File: src/rtl/e203_exu_fpu_fmis_arb_if.sv
// Handshake bundles for the FPU misc-path converter arbiter: one requester/response
// port bundle (instantiated per requester) and the converter-side bundle.
interface e203_exu_fpu_fmis_arb_port_if #(parameter int TAG_W = 3);
  logic             req_valid;
  logic             req_ready;
  logic [31:0]      req_rs1;
  logic             req_uns;
  logic [TAG_W-1:0] req_tag;
  logic             rsp_valid;
  logic             rsp_ready;
  logic [31:0]      rsp_wdat;
  logic [TAG_W-1:0] rsp_tag;
  logic             rsp_err;

  modport master (
    output req_valid, req_rs1, req_uns, req_tag, rsp_ready,
    input  req_ready, rsp_valid, rsp_wdat, rsp_tag, rsp_err
  );
  modport slave (
    input  req_valid, req_rs1, req_uns, req_tag, rsp_ready,
    output req_ready, rsp_valid, rsp_wdat, rsp_tag, rsp_err
  );
endinterface

interface e203_exu_fpu_fmis_arb_cvt_if;
  logic        u_i_valid;
  logic        u_i_ready;
  logic [31:0] u_rs1;
  logic        u_flag;
  logic        u_o_valid;
  logic        u_o_ready;
  logic [31:0] u_wdat;
  logic        u_flush;

  modport master (
    output u_i_valid, u_rs1, u_flag, u_o_ready, u_flush,
    input  u_i_ready, u_o_valid, u_wdat
  );
  modport slave (
    input  u_i_valid, u_rs1, u_flag, u_o_ready, u_flush,
    output u_i_ready, u_o_valid, u_wdat
  );
endinterface

File: src/rtl/e203_exu_fpu_fmis_arb.sv
// Two-port round-robin arbiter/sequencer for the shared int-to-float converter.
// Optional WAIT watchdog enabled by defining E203_FMIS_ARB_TMO_EN.
module e203_exu_fpu_fmis_arb #(
  parameter int TAG_W   = 3,
  parameter int TMO_CYC = 64
) (
  input  logic                               clk,
  input  logic                               rst,
  e203_exu_fpu_fmis_arb_port_if.slave        port0,
  e203_exu_fpu_fmis_arb_port_if.slave        port1,
  e203_exu_fpu_fmis_arb_cvt_if.master        cvt
);

  typedef enum logic [1:0] {IDLE, ISSUE, WAIT, RESP} state_t;

  state_t           state_q, state_d;
  logic [31:0]      op_rs1_q, op_rs1_d;
  logic             op_uns_q, op_uns_d;
  logic [TAG_W-1:0] op_tag_q, op_tag_d;
  logic             owner_q, owner_d;
  logic [31:0]      res_q, res_d;
  logic             err_q, err_d;
  logic             rr_ptr_q, rr_ptr_d;
  logic             flush_q, flush_d;
  logic             u_i_valid_q, u_i_valid_d;
  logic             u_o_ready_q, u_o_ready_d;
  logic [1:0]       rsp_valid_q, rsp_valid_d;

  logic [1:0]       req_valid;
  logic [1:0]       rsp_ready;
  logic             gnt_any;
  logic             gnt_id;
  logic             tmo_hit;

  assign req_valid = {port1.req_valid, port0.req_valid};
  assign rsp_ready = {port1.rsp_ready, port0.rsp_ready};

  // Contention resolves to rr_ptr; a lone requester always wins.
  assign gnt_any = |req_valid;
  assign gnt_id  = (&req_valid) ? rr_ptr_q : req_valid[1];

  assign port0.req_ready = (state_q == IDLE) & gnt_any & ~gnt_id;
  assign port1.req_ready = (state_q == IDLE) & gnt_any &  gnt_id;

`ifdef E203_FMIS_ARB_TMO_EN
  localparam int CNT_W = $clog2(TMO_CYC + 1);
  logic [CNT_W-1:0] tmo_cnt_q, tmo_cnt_d;

  // Count holds zero outside WAIT, so it is already clear on WAIT entry.
  assign tmo_cnt_d = (state_q == WAIT) ? tmo_cnt_q + 1'b1 : '0;
  assign tmo_hit   = (state_q == WAIT) && (tmo_cnt_q == CNT_W'(TMO_CYC - 1));
`else
  assign tmo_hit = 1'b0;
`endif

  always_comb begin
    state_d  = state_q;
    op_rs1_d = op_rs1_q;
    op_uns_d = op_uns_q;
    op_tag_d = op_tag_q;
    owner_d  = owner_q;
    res_d    = res_q;
    err_d    = err_q;
    rr_ptr_d = rr_ptr_q;
    flush_d  = 1'b0;

    case (state_q)
      IDLE: begin
        if (gnt_any) begin
          op_rs1_d = gnt_id ? port1.req_rs1 : port0.req_rs1;
          op_uns_d = gnt_id ? port1.req_uns : port0.req_uns;
          op_tag_d = gnt_id ? port1.req_tag : port0.req_tag;
          owner_d  = gnt_id;
          state_d  = ISSUE;
        end
      end
      ISSUE: begin
        if (cvt.u_i_ready) state_d = WAIT;
      end
      WAIT: begin
        // A result landing on the timeout cycle still counts as a normal completion.
        if (cvt.u_o_valid) begin
          res_d   = cvt.u_wdat;
          err_d   = 1'b0;
          state_d = RESP;
        end else if (tmo_hit) begin
          res_d   = 32'h7FC0_0000;
          err_d   = 1'b1;
          flush_d = 1'b1;
          state_d = RESP;
        end
      end
      RESP: begin
        if (rsp_ready[owner_q]) begin
          rr_ptr_d = ~owner_q;
          state_d  = IDLE;
        end
      end
      default: state_d = IDLE;
    endcase

    u_i_valid_d    = (state_d == ISSUE);
    u_o_ready_d    = (state_d == WAIT);
    rsp_valid_d[0] = (state_d == RESP) && !owner_d;
    rsp_valid_d[1] = (state_d == RESP) &&  owner_d;
  end

  always_ff @(posedge clk) begin
    if (rst) begin
      state_q     <= IDLE;
      op_rs1_q    <= '0;
      op_uns_q    <= 1'b0;
      op_tag_q    <= '0;
      owner_q     <= 1'b0;
      res_q       <= '0;
      err_q       <= 1'b0;
      rr_ptr_q    <= 1'b0;
      flush_q     <= 1'b0;
      u_i_valid_q <= 1'b0;
      u_o_ready_q <= 1'b0;
      rsp_valid_q <= '0;
`ifdef E203_FMIS_ARB_TMO_EN
      tmo_cnt_q   <= '0;
`endif
    end else begin
      state_q     <= state_d;
      op_rs1_q    <= op_rs1_d;
      op_uns_q    <= op_uns_d;
      op_tag_q    <= op_tag_d;
      owner_q     <= owner_d;
      res_q       <= res_d;
      err_q       <= err_d;
      rr_ptr_q    <= rr_ptr_d;
      flush_q     <= flush_d;
      u_i_valid_q <= u_i_valid_d;
      u_o_ready_q <= u_o_ready_d;
      rsp_valid_q <= rsp_valid_d;
`ifdef E203_FMIS_ARB_TMO_EN
      tmo_cnt_q   <= tmo_cnt_d;
`endif
    end
  end

  assign cvt.u_i_valid = u_i_valid_q;
  assign cvt.u_rs1     = op_rs1_q;
  assign cvt.u_flag    = op_uns_q;
  assign cvt.u_o_ready = u_o_ready_q;
  assign cvt.u_flush   = flush_q;

  assign port0.rsp_valid = rsp_valid_q[0];
  assign port0.rsp_wdat  = res_q;
  assign port0.rsp_tag   = op_tag_q;
  assign port0.rsp_err   = err_q;
  assign port1.rsp_valid = rsp_valid_q[1];
  assign port1.rsp_wdat  = res_q;
  assign port1.rsp_tag   = op_tag_q;
  assign port1.rsp_err   = err_q;

endmodule

File: src/flat_wrapper.sv
// flat-port wrapper written by rule: the top's interface ports become plain ports
module e203_exu_fpu_fmis_arb_flat 
#(
  parameter int TAG_W   = 3,
  parameter int TMO_CYC = 64
)
  (clk, rst, port0_req_valid, port0_req_rs1, port0_req_uns, port0_req_tag, port0_rsp_ready, port0_req_ready, port0_rsp_valid, port0_rsp_wdat, port0_rsp_tag, port0_rsp_err, port1_req_valid, port1_req_rs1, port1_req_uns, port1_req_tag, port1_rsp_ready, port1_req_ready, port1_rsp_valid, port1_rsp_wdat, port1_rsp_tag, port1_rsp_err, cvt_u_i_valid, cvt_u_rs1, cvt_u_flag, cvt_u_o_ready, cvt_u_flush, cvt_u_i_ready, cvt_u_o_valid, cvt_u_wdat);
  e203_exu_fpu_fmis_arb_port_if #(.TAG_W(TAG_W)) port0_i ();
  e203_exu_fpu_fmis_arb_port_if #(.TAG_W(TAG_W)) port1_i ();
  e203_exu_fpu_fmis_arb_cvt_if cvt_i ();
  input  logic clk;
  input  logic rst;
  input wire logic [$bits(port0_i.req_valid)-1:0] port0_req_valid;
  input wire logic [$bits(port0_i.req_rs1)-1:0] port0_req_rs1;
  input wire logic [$bits(port0_i.req_uns)-1:0] port0_req_uns;
  input wire logic [$bits(port0_i.req_tag)-1:0] port0_req_tag;
  input wire logic [$bits(port0_i.rsp_ready)-1:0] port0_rsp_ready;
  output wire logic [$bits(port0_i.req_ready)-1:0] port0_req_ready;
  output wire logic [$bits(port0_i.rsp_valid)-1:0] port0_rsp_valid;
  output wire logic [$bits(port0_i.rsp_wdat)-1:0] port0_rsp_wdat;
  output wire logic [$bits(port0_i.rsp_tag)-1:0] port0_rsp_tag;
  output wire logic [$bits(port0_i.rsp_err)-1:0] port0_rsp_err;
  input wire logic [$bits(port1_i.req_valid)-1:0] port1_req_valid;
  input wire logic [$bits(port1_i.req_rs1)-1:0] port1_req_rs1;
  input wire logic [$bits(port1_i.req_uns)-1:0] port1_req_uns;
  input wire logic [$bits(port1_i.req_tag)-1:0] port1_req_tag;
  input wire logic [$bits(port1_i.rsp_ready)-1:0] port1_rsp_ready;
  output wire logic [$bits(port1_i.req_ready)-1:0] port1_req_ready;
  output wire logic [$bits(port1_i.rsp_valid)-1:0] port1_rsp_valid;
  output wire logic [$bits(port1_i.rsp_wdat)-1:0] port1_rsp_wdat;
  output wire logic [$bits(port1_i.rsp_tag)-1:0] port1_rsp_tag;
  output wire logic [$bits(port1_i.rsp_err)-1:0] port1_rsp_err;
  output wire logic [$bits(cvt_i.u_i_valid)-1:0] cvt_u_i_valid;
  output wire logic [$bits(cvt_i.u_rs1)-1:0] cvt_u_rs1;
  output wire logic [$bits(cvt_i.u_flag)-1:0] cvt_u_flag;
  output wire logic [$bits(cvt_i.u_o_ready)-1:0] cvt_u_o_ready;
  output wire logic [$bits(cvt_i.u_flush)-1:0] cvt_u_flush;
  input wire logic [$bits(cvt_i.u_i_ready)-1:0] cvt_u_i_ready;
  input wire logic [$bits(cvt_i.u_o_valid)-1:0] cvt_u_o_valid;
  input wire logic [$bits(cvt_i.u_wdat)-1:0] cvt_u_wdat;
  assign port0_i.req_valid = port0_req_valid;
  assign port0_i.req_rs1 = port0_req_rs1;
  assign port0_i.req_uns = port0_req_uns;
  assign port0_i.req_tag = port0_req_tag;
  assign port0_i.rsp_ready = port0_rsp_ready;
  assign port0_req_ready = port0_i.req_ready;
  assign port0_rsp_valid = port0_i.rsp_valid;
  assign port0_rsp_wdat = port0_i.rsp_wdat;
  assign port0_rsp_tag = port0_i.rsp_tag;
  assign port0_rsp_err = port0_i.rsp_err;
  assign port1_i.req_valid = port1_req_valid;
  assign port1_i.req_rs1 = port1_req_rs1;
  assign port1_i.req_uns = port1_req_uns;
  assign port1_i.req_tag = port1_req_tag;
  assign port1_i.rsp_ready = port1_rsp_ready;
  assign port1_req_ready = port1_i.req_ready;
  assign port1_rsp_valid = port1_i.rsp_valid;
  assign port1_rsp_wdat = port1_i.rsp_wdat;
  assign port1_rsp_tag = port1_i.rsp_tag;
  assign port1_rsp_err = port1_i.rsp_err;
  assign cvt_u_i_valid = cvt_i.u_i_valid;
  assign cvt_u_rs1 = cvt_i.u_rs1;
  assign cvt_u_flag = cvt_i.u_flag;
  assign cvt_u_o_ready = cvt_i.u_o_ready;
  assign cvt_u_flush = cvt_i.u_flush;
  assign cvt_i.u_i_ready = cvt_u_i_ready;
  assign cvt_i.u_o_valid = cvt_u_o_valid;
  assign cvt_i.u_wdat = cvt_u_wdat;
  e203_exu_fpu_fmis_arb #(.TAG_W(TAG_W), .TMO_CYC(TMO_CYC)) u_core (.clk(clk), .rst(rst), .port0(port0_i), .port1(port1_i), .cvt(cvt_i));
endmodule
File: config.mk
export PLATFORM = sky130hd
export DESIGN_NAME = e203_exu_fpu_fmis_arb_flat
export DESIGN_NICKNAME = d
export VERILOG_FILES = /design/src/rtl/e203_exu_fpu_fmis_arb_if.sv /design/src/rtl/e203_exu_fpu_fmis_arb.sv /design/src/flat_wrapper.sv
export SDC_FILE = /design/constraint.sdc
export NUM_CORES = 1
export LEC_CHECK = 0
export BUFFER_PORTS_ARGS = -buffer_cell sky130_fd_sc_hd__buf_2
export CAP_MARGIN = 20
export CORE_ASPECT_RATIO = 0.8
export CORE_UTILIZATION = 25
export DETAILED_ROUTE_END_ITERATION = 7
export GPL_TIMING_DRIVEN = 1
export REMOVE_ABC_BUFFERS = 1
export SYNTH_ARGS = -nofsm -noshare
export SYNTH_HDL_FRONTEND = slang
export SYNTH_SLANG_ARGS = --single-unit
File: constraint.sdc
create_clock -name clk -period 1.4 [get_ports clk]
set_clock_uncertainty 0.05 [all_clocks]
set_input_delay 0.28 -clock clk [delete_from_list [all_inputs] [get_ports clk]]
set_output_delay 0.28 -clock clk [all_outputs]
set_load 0.05 [all_outputs]
# --- After elaboration in Yosys (flattened, before gate mapping) ---
# Index checks and enable logic that the tools add are counted.
# Widths: inputs -> output; s select.
op_classes:
  mux: 13
  n_eq_ne: 6
  n_reduce_logical: 9
  bitwise_logic: 5
  magnitude_cmp: 1
op_table:
  columns: ["operator", "count"]
  rows:
  - ["$mux 32", 1]
  - ["$eq 2x2->1 const B", 4]
  - ["$mux 2", 4]
  - ["$pmux 2 s4", 1]
  - ["$reduce_and 2->1", 4]
  - ["$mux 1", 6]
  - ["$eq 2x1->1 const B", 2]
  - ["$and 1x1->1", 3]
  - ["$mux 3", 1]
  - ["$logic_and 1x1->1", 2]
  - ["$logic_not 2->1", 1]
  - ["$lt 1x2->1 const B", 1]
  - ["$not 1->1", 2]
  - ["$reduce_or 2->1", 1]
  - ["$logic_not 1->1", 1]
totals:
  elab_cells: 44
  reg_bits: 76
  inputBits: 112

# --- Longest topological paths before layout ---
# Gate-level depths: netlist (run 1).
logic_depth:
  depth_word: 6
  mapped_depth: 6
  depth_no_buf: 4

# --- Worst setup path after synthesis (run 1) ---
# OpenSTA, ideal clock, no wires.
synth_path:
  path_type: "flip-flop to output port"
  from: "reg u_core.state_q[1]"
  to: "out port0_req_ready"
  stages_incl_launch_ff: 6
  n_path_buf: 3
  slack_ns: -0.429
  t_arrival_ns: 1.499
  t_required_ns: 1.070
  path_cell_list: "dfxtp_1 -> buf_2 -> a211oi_1 -> buf_2 -> buf_4 -> and2_1"
synth_between:
  elab_chain_cells: 3
synth_rtl:
  columns: ["item", "line", "text"]
  rows:
  - ["from (decl)", "e203_exu_fpu_fmis_arb.sv:16", "state_t state_q, state_d;"]
  - ["from (signal assigned)", "e203_exu_fpu_fmis_arb.sv:126", "state_q <= state_d;"]
  - ["$logic_not 2->1", "e203_exu_fpu_fmis_arb.sv:42", "assign port0.req_ready = (state_q == IDLE) & gnt_any & ~gnt_id;"]
  - ["$and 1x1->1 (2 in series)", "e203_exu_fpu_fmis_arb.sv:42", null]
  - ["to (decl)", "flat_wrapper.sv:18", "output wire logic [$bits(port0_i.req_ready)-1:0] port0_req_ready;"]
# Every way passes these cells.

# --- Worst setup path after layout (run 1) ---
layout_path:
  from: "reg u_core.state_q[0]"
  to: "out port0_req_ready"
# The elaborated chain is that of the path after synthesis.

==> out/results.tsv, run 1 <==
metric	value	unit
total gr overflow	0	
Initial Util	0.259	
largest net degree at the start of global routing	44	
Final Non-Filler Cells	804	
I/O Pins	224	
slack of the critical path	-0.197	ns
port bufs	220	
CP startpoint kind	flop	
Yosys Warn Count	0	
worst hold-check path type	in2reg	
EDFF count, synth	0	
most frequent cells in the layout	buf_2, nand3_1, dfxtp_1	
Final setup viols	75	
Residual DRC	0	
Worst-path clk slew	0.06	ns
Max Slew Vio Count	0	
Max Root-Sink Buffers	2	
Final min period	1.60	ns
drt total wl	12900	um
via count	3834	
Mapped Cells	422	
vias in the first global route	3543	
PwrDens	1230	nW/um2
static leakage	2.65	nW
Layout area overhead	68.9	%
Register Area	1530	um2
proportion of layout cells with a drive suffix above 1	0.615	
Antenna diodes	0	
Fin Hold WS	0.143	ns
Setup CP Type	reg2out	
maxcap violations	0	
die area	13900	um2
Setup crit end kind	primary output	
sequential area share after synthesis	0.453	
most common cell after layout, fill and taps aside	buf_2	
period utilization	1.14	
remaining antenna violation count after routing	0	
layout net count	736	
Peak VDD IR	0.000551	V
routed vias/inst	4.77	
Core ar.	13000	um2
TritonRoute pass-1 iters	4	
Post-DP HPWL	8030	um
Rows	37	
first-pass GRT wire length	18900	um
crit path DAT	1.27	ns
clk_lat worst skew	0.33	ns
routability cong.	0.823	
Worst EP required	1.07	ns
Max-slew headroom	0.545	
initial antenna violation count	0	
Chip Width	132	um
wire per inst	16.0	um
predominant post-synthesis flop cell	dfxtp_1	
Fillers	1294	
gr usage total	0.173	
Synth Cell Area	3360	um2
Layout Utilization	0.438	
asr flop ratio synth	0	
H-tree depth	3	
Distinct cells, synth	26	
outcome	complete, but fails checks	
CTS root buf	clkbuf_16	
fmax	626	MHz
CTS Buf Count	9	
final hold vios	0	
RSZ-0062 raised after global routing	yes	
clock sink count	76	
syn_area_per_cell	7.96	um2
pre-CTS WS	-0.232	ns
count of state elements after synthesis	76	
placed cells	764	
worst-margin pin slew	0.682	ns
Chip Height	106	um
CTS tree	done	
CTS Hold Bufs	0	
failing checks	negative setup slack	
Initial DRC Count	289	
CP max FO	3	
area occupied by multi-input gates	1810	um2
Yosys cell counts (2+ instances only):
cell / number / area [um2]
dfxtp_1: 76 / 1520
nand3_1: 73 / 365
nand2_1: 64 / 240
buf_4: 40 / 300
a31oi_1: 38 / 238
o21ai_0: 36 / 180
a21oi_1: 33 / 165
clkbuf_1: 28 / 105
buf_2: 10 / 50.1
nor2_1: 4 / 15.0
and2_1: 2 / 12.5
inv_1: 2 / 7.51
nor3_2: 2 / 20.0
nor3b_2: 2 / 25.0
cell type report:
cell class                      instances  area share
Inverter                                2     0.00132
Tap cell                              175      0.0386
Multi-Input combinational cell        268       0.318
Clock buffer                            9      0.0397
Clock inverter                          7      0.0161
Timing Repair Buffer                  267       0.316
Sequential cell                        76       0.270
critical path: stages, from the launching register on:
cell      delay, ns
dfxtp_4        0.36
a211oi_4       0.22
and2_4         0.20
buf_8          0.15
stage by stage:
| stage | cell area [um2] | setup TNS [ns] | power, mW |
|---|---|---|---|
| global placement | 4490 | -5.80 | 3.99 |
| floorplan | 2910 | -71.51 | 3.36 |
| finish | 5680 | -8.56 | 6.96 |
| detailed placement | 4490 | -9.68 | 4.02 |
| global route | 5680 | -12.69 | 7.26 |
| CTS | 5390 | -6.37 | 6.95 |
state kept, by name, summed over array words and instances (netlist names):
signal                 cells
u_core.cvt.u_i_valid       1
u_core.rsp_valid_q         2
u_core.state_q             2
u_core.cvt.u_rs1          32
u_core.cvt.u_o_ready       1
u_core.port0.rsp_tag       3
u_core.port0.rsp_wdat     32
u_core.cvt.u_flag          1
u_core.rr_ptr_q            1
u_core.owner_q             1
worst paths after layout:
path                                                              from                                     end  slack [ns]  cells after the start
worst max register to register            u_core.state_q[1]$_SDFF_PP0_  u_core.port0.rsp_wdat[31]$_SDFFE_PP0P_       -0.18                      8
worst min-delay path                                     cvt_u_wdat[2]   u_core.port0.rsp_wdat[2]$_SDFFE_PP0P_        0.14                      3
worst min register to register  u_core.port0.rsp_wdat[25]$_SDFFE_PP0P_  u_core.port0.rsp_wdat[25]$_SDFFE_PP0P_        0.42                      2
worst max-delay path                      u_core.state_q[0]$_SDFF_PP0_                         port0_req_ready       -0.20                      3
cell families after synthesis:
kind of cell / count (synthesis) / share of synthesized area
multiplexers: 2 / 0.0112
buffers and inverters: 80 / 0.138
other: 1 / 0.00112
AND/OR/NAND/NOR: 152 / 0.213
AO/OA/AOI/OAI: 111 / 0.184
flip-flops: 76 / 0.453
power breakdown:
| part | total, mW | internal [mW] | switching, mW |
|---|---|---|---|
| registers | 2.41 | 2.30 | 0.103 |
| clock network | 2.46 | 1.55 | 0.902 |
| logic | 2.09 | 0.785 | 1.31 |
| total | 6.96 | 4.64 | 2.31 |
layer usage:
metal  up-vias  GRT usage  routed length [um]
met1      1824      0.217                5530
li1       1849          -                   -
met3         8     0.0404                 700
met4         0     0.0498                 104
met2       153      0.294                6550
met5         -          0                   0
what timing repair did:
action	4_1_cts	5_1_grt
endpoints found under the setup margin	76	75
resized for setup	119	64
gates cloned	9	2
pin swaps	75	41
hold endpoints to repair	0	0
setup buffers	10	7
Power figures use the tool's default switching activity.
==> run 2, diff against run 1 <==
- ABC_AREA: default -> 1
==> run 2 against run 1 <==
The run still ends with negative setup slack left; core utilization down 2.4 points; sequential power about the same; global-route usage fell by 3.2 points; final area increased by 0.24%; clock-buffer cell count increased by 2; worst hold slack worse by 0.033 ns; clock power shrank 6%; first-iteration DRC count shrank 46%; critical endpoint unchanged; largest power group is now registers.
==> out/results.tsv, run 2 <==
metric	value	unit
most common cell after layout, fill and taps aside	buf_2	
Max Root-Sink Buffers	2	
CTS Hold Bufs	0	
outcome	complete, but fails checks	
worst hold-check path type	in2reg	
EDFF count, synth	0	
switching power	2.50	mW
CTS tree	done	
Final setup viols	28	
Initial Util	0.260	
failing checks	negative setup slack	
TritonRoute pass-1 iters	4	
multiplexer share of the synthesized area	0	
CP max FO	3	
Initial DRC Count	156	
Max Slew Vio Count	0	
Fin Hold WS	0.110	ns
CTS Buf Count	9	
first-pass GRT wire length	16200	um
Synth area leaders	dfxtp_1, nand3_1, buf_4	
most frequent cells in the layout	buf_2, nand2_1, dfxtp_1	
count leader, synth	nand3_1	
Fillers	1402	
static leakage	3.13	nW
period utilization	1.11	
Synth Cell Area	3570	um2
Setup CP Type	reg2out	
Mapped Cells	504	
largest family of logic cells by synthesized area	simple AND/OR/NAND/NOR gates	
total gr overflow	0	
clock sink count	76	
final hold vios	0	
remaining antenna violation count after routing	0	
crit path max-delay cell type	dfxtp_2	
Residual DRC	0	
asr flop ratio synth	0	
H-tree depth	3	
Placed Area	4720	um2
CTS root buf	clkbuf_16	
slack of the critical path	-0.147	ns
port bufs	220	
CP Cell Sequence	inv_2 > a21boi_4 > buf_6 > nor2_4 > buf_12	
Worst EP required	1.07	ns
count of state elements after synthesis	76	
Chip Width	136	um
RSZ-0062 raised after global routing	yes	
PwrDens	1240	nW/um2
predominant post-synthesis flop cell	dfxtp_1	
largest net degree at the start of global routing	39	
via count	3875	
Setup crit end kind	primary output	
Gate power share	0.328	
Final min period	1.55	ns
pre-CTS WS	-0.0405	ns
Post-DP HPWL	7510	um
Rows	38	
crit path DAT	1.22	ns
area fraction of the dominant cell type after synthesis	0.427	
Worst-path clk slew	0.06	ns
wire per inst	13.2	um
syn_area_per_cell	7.08	um2
adder-cell share of the synthesized area	0	
proportion of layout cells with a drive suffix above 1	0.494	
buffer and inverter count on the worst path	3	
Clk pwr share	0.328	
Yosys Warn Count	0	
layout net count	819	
Seq pwr share	0.344	
Top delay family on crit path	flip-flops	
compound-gate portion of the synthesized area	0.0558	
routability cong.	0.779	
Chip Height	109	um
drt total wl	11800	um
sequential area share after synthesis	0.427	
setup TNS	-0.806	ns
Peak VDD IR	0.000724	V
placed cells	857	
Simple-Gate Fraction of Synth Area	0.336	
Reg2Reg Setup Slack	-0.06	ns
CP startpoint kind	flop	
maxcap violations	0	
Post-Synth XOR/XNOR Area	0	
Final Non-Filler Cells	891	
top cells by count, synth	nand3_1, nand2_1, dfxtp_1, nor2_1, inv_1	
Net Sw Frac	0.356	
design area	5690	um2
I/O Pins	224	
Distinct cells, synth	23	
largest area contributor in the netlist	dfxtp_1	
fmax	646	MHz
vias in the first global route	3224	
Antenna diodes	0	
initial antenna violation count	0	
gr usage total	0.141	
Core ar.	13700	um2
Int Pwr	4.53	mW
die area	14700	um2
clk_lat worst skew	0.34	ns
Layout area overhead	59.5	%
Largest stage delay, worst path	0.33	ns
routed vias/inst	4.35	
[run 2: cell count changes after synthesis, moves of 19 or more]
cell	previous run	this run
a21oi_1	33	1
a31oi_1	38	0
clkbuf_1	28	8
inv_1	2	46
nand2_1	64	83
nand3_1	73	110
nor2_1	4	69
[run 2: worst reg2reg max path, stage by stage (launching register included)]
cell	delay [ns]
dfxtp_2	0.34
nor2_4	0.17
o21ai_4	0.09
buf_4	0.14
buf_6	0.13
buf_4	0.15
nand4_1	0.10
nand2_1	0.09
nor2_2	0.14
[run 2: metal layers]
layer  vias up  routed length, um  part of all wire  GRT usage
met3         8                598             0.051     0.0446
met2       118               5710              0.48      0.233
met4         0                112            0.0095     0.0417
met5         -                  0                 0          0
li1       1966                  -                 -          -
met1      1783               5360              0.45      0.176
[run 2: final timing paths]
path                                                        startpoint                                     end  depth (start not counted)
worst min register to register  u_core.port0.rsp_wdat[17]$_SDFFE_PP0P_  u_core.port0.rsp_wdat[17]$_SDFFE_PP0P_                          2
worst max-delay path                      u_core.rr_ptr_q$_SDFFE_PP0P_                         port0_req_ready                          5
worst min-delay path                                               rst        u_core.rsp_valid_q[1]$_SDFF_PP0_                          2
worst max register to register            u_core.state_q[0]$_SDFF_PP0_         u_core.cvt.u_i_valid$_SDFF_PP0_                          8
[run 2: final cells by class]
cell class	instances	area [um2]	area share
clock buffer	11	243	0.0427
timing repair buffer	259	1670	0.294
clock inverter	4	50.0	0.00880
tap	180	225	0.0396
inverter	49	184	0.0323
multi-input combinational	312	1790	0.315
sequential	76	1530	0.268
[run 2: logic make-up (layout without fill, tap and decap cells)]
| group | count (synthesis) | count (layout) |
|---|---|---|
| other | 1 | 3 |
| buffers and inverters | 118 | 323 |
| AND/OR/NAND/NOR | 272 | 272 |
| AO/OA/AOI/OAI | 37 | 37 |
| flip-flops | 76 | 76 |
[run 2: through the flow]
stage / util / power [mW]
detailed placement: 0.343 / 4.36
floorplan: - / 3.69
global route: 0.414 / 7.38
CTS: 0.372 / 6.78
global placement: 0.343 / 4.37
finish: 0.414 / 7.03
[run 2: repair_timing]
| action | CTS | global route |
|---|---|---|
| setup buffers | 8 | 4 |
| cloned | 0 | 7 |
| hold endpoints to repair | 0 | 0 |
| resized for setup | 14 | 83 |
| pin swaps | 3 | 14 |
| setup endpoints to repair | 2 | 34 |
[run 2: power groups by stage]
stage | sequential (mW) | combinational, mW | clock (mW)
final | 2.42 | 2.31 | 2.31
after floorplan | 3.12 | 0.565 | 0
after CTS | 2.41 | 1.97 | 2.40
after global routing | 2.43 | 2.46 | 2.49
after detailed placement | 2.46 | 1.91 | 0
after global placement | 2.46 | 1.91 | 0
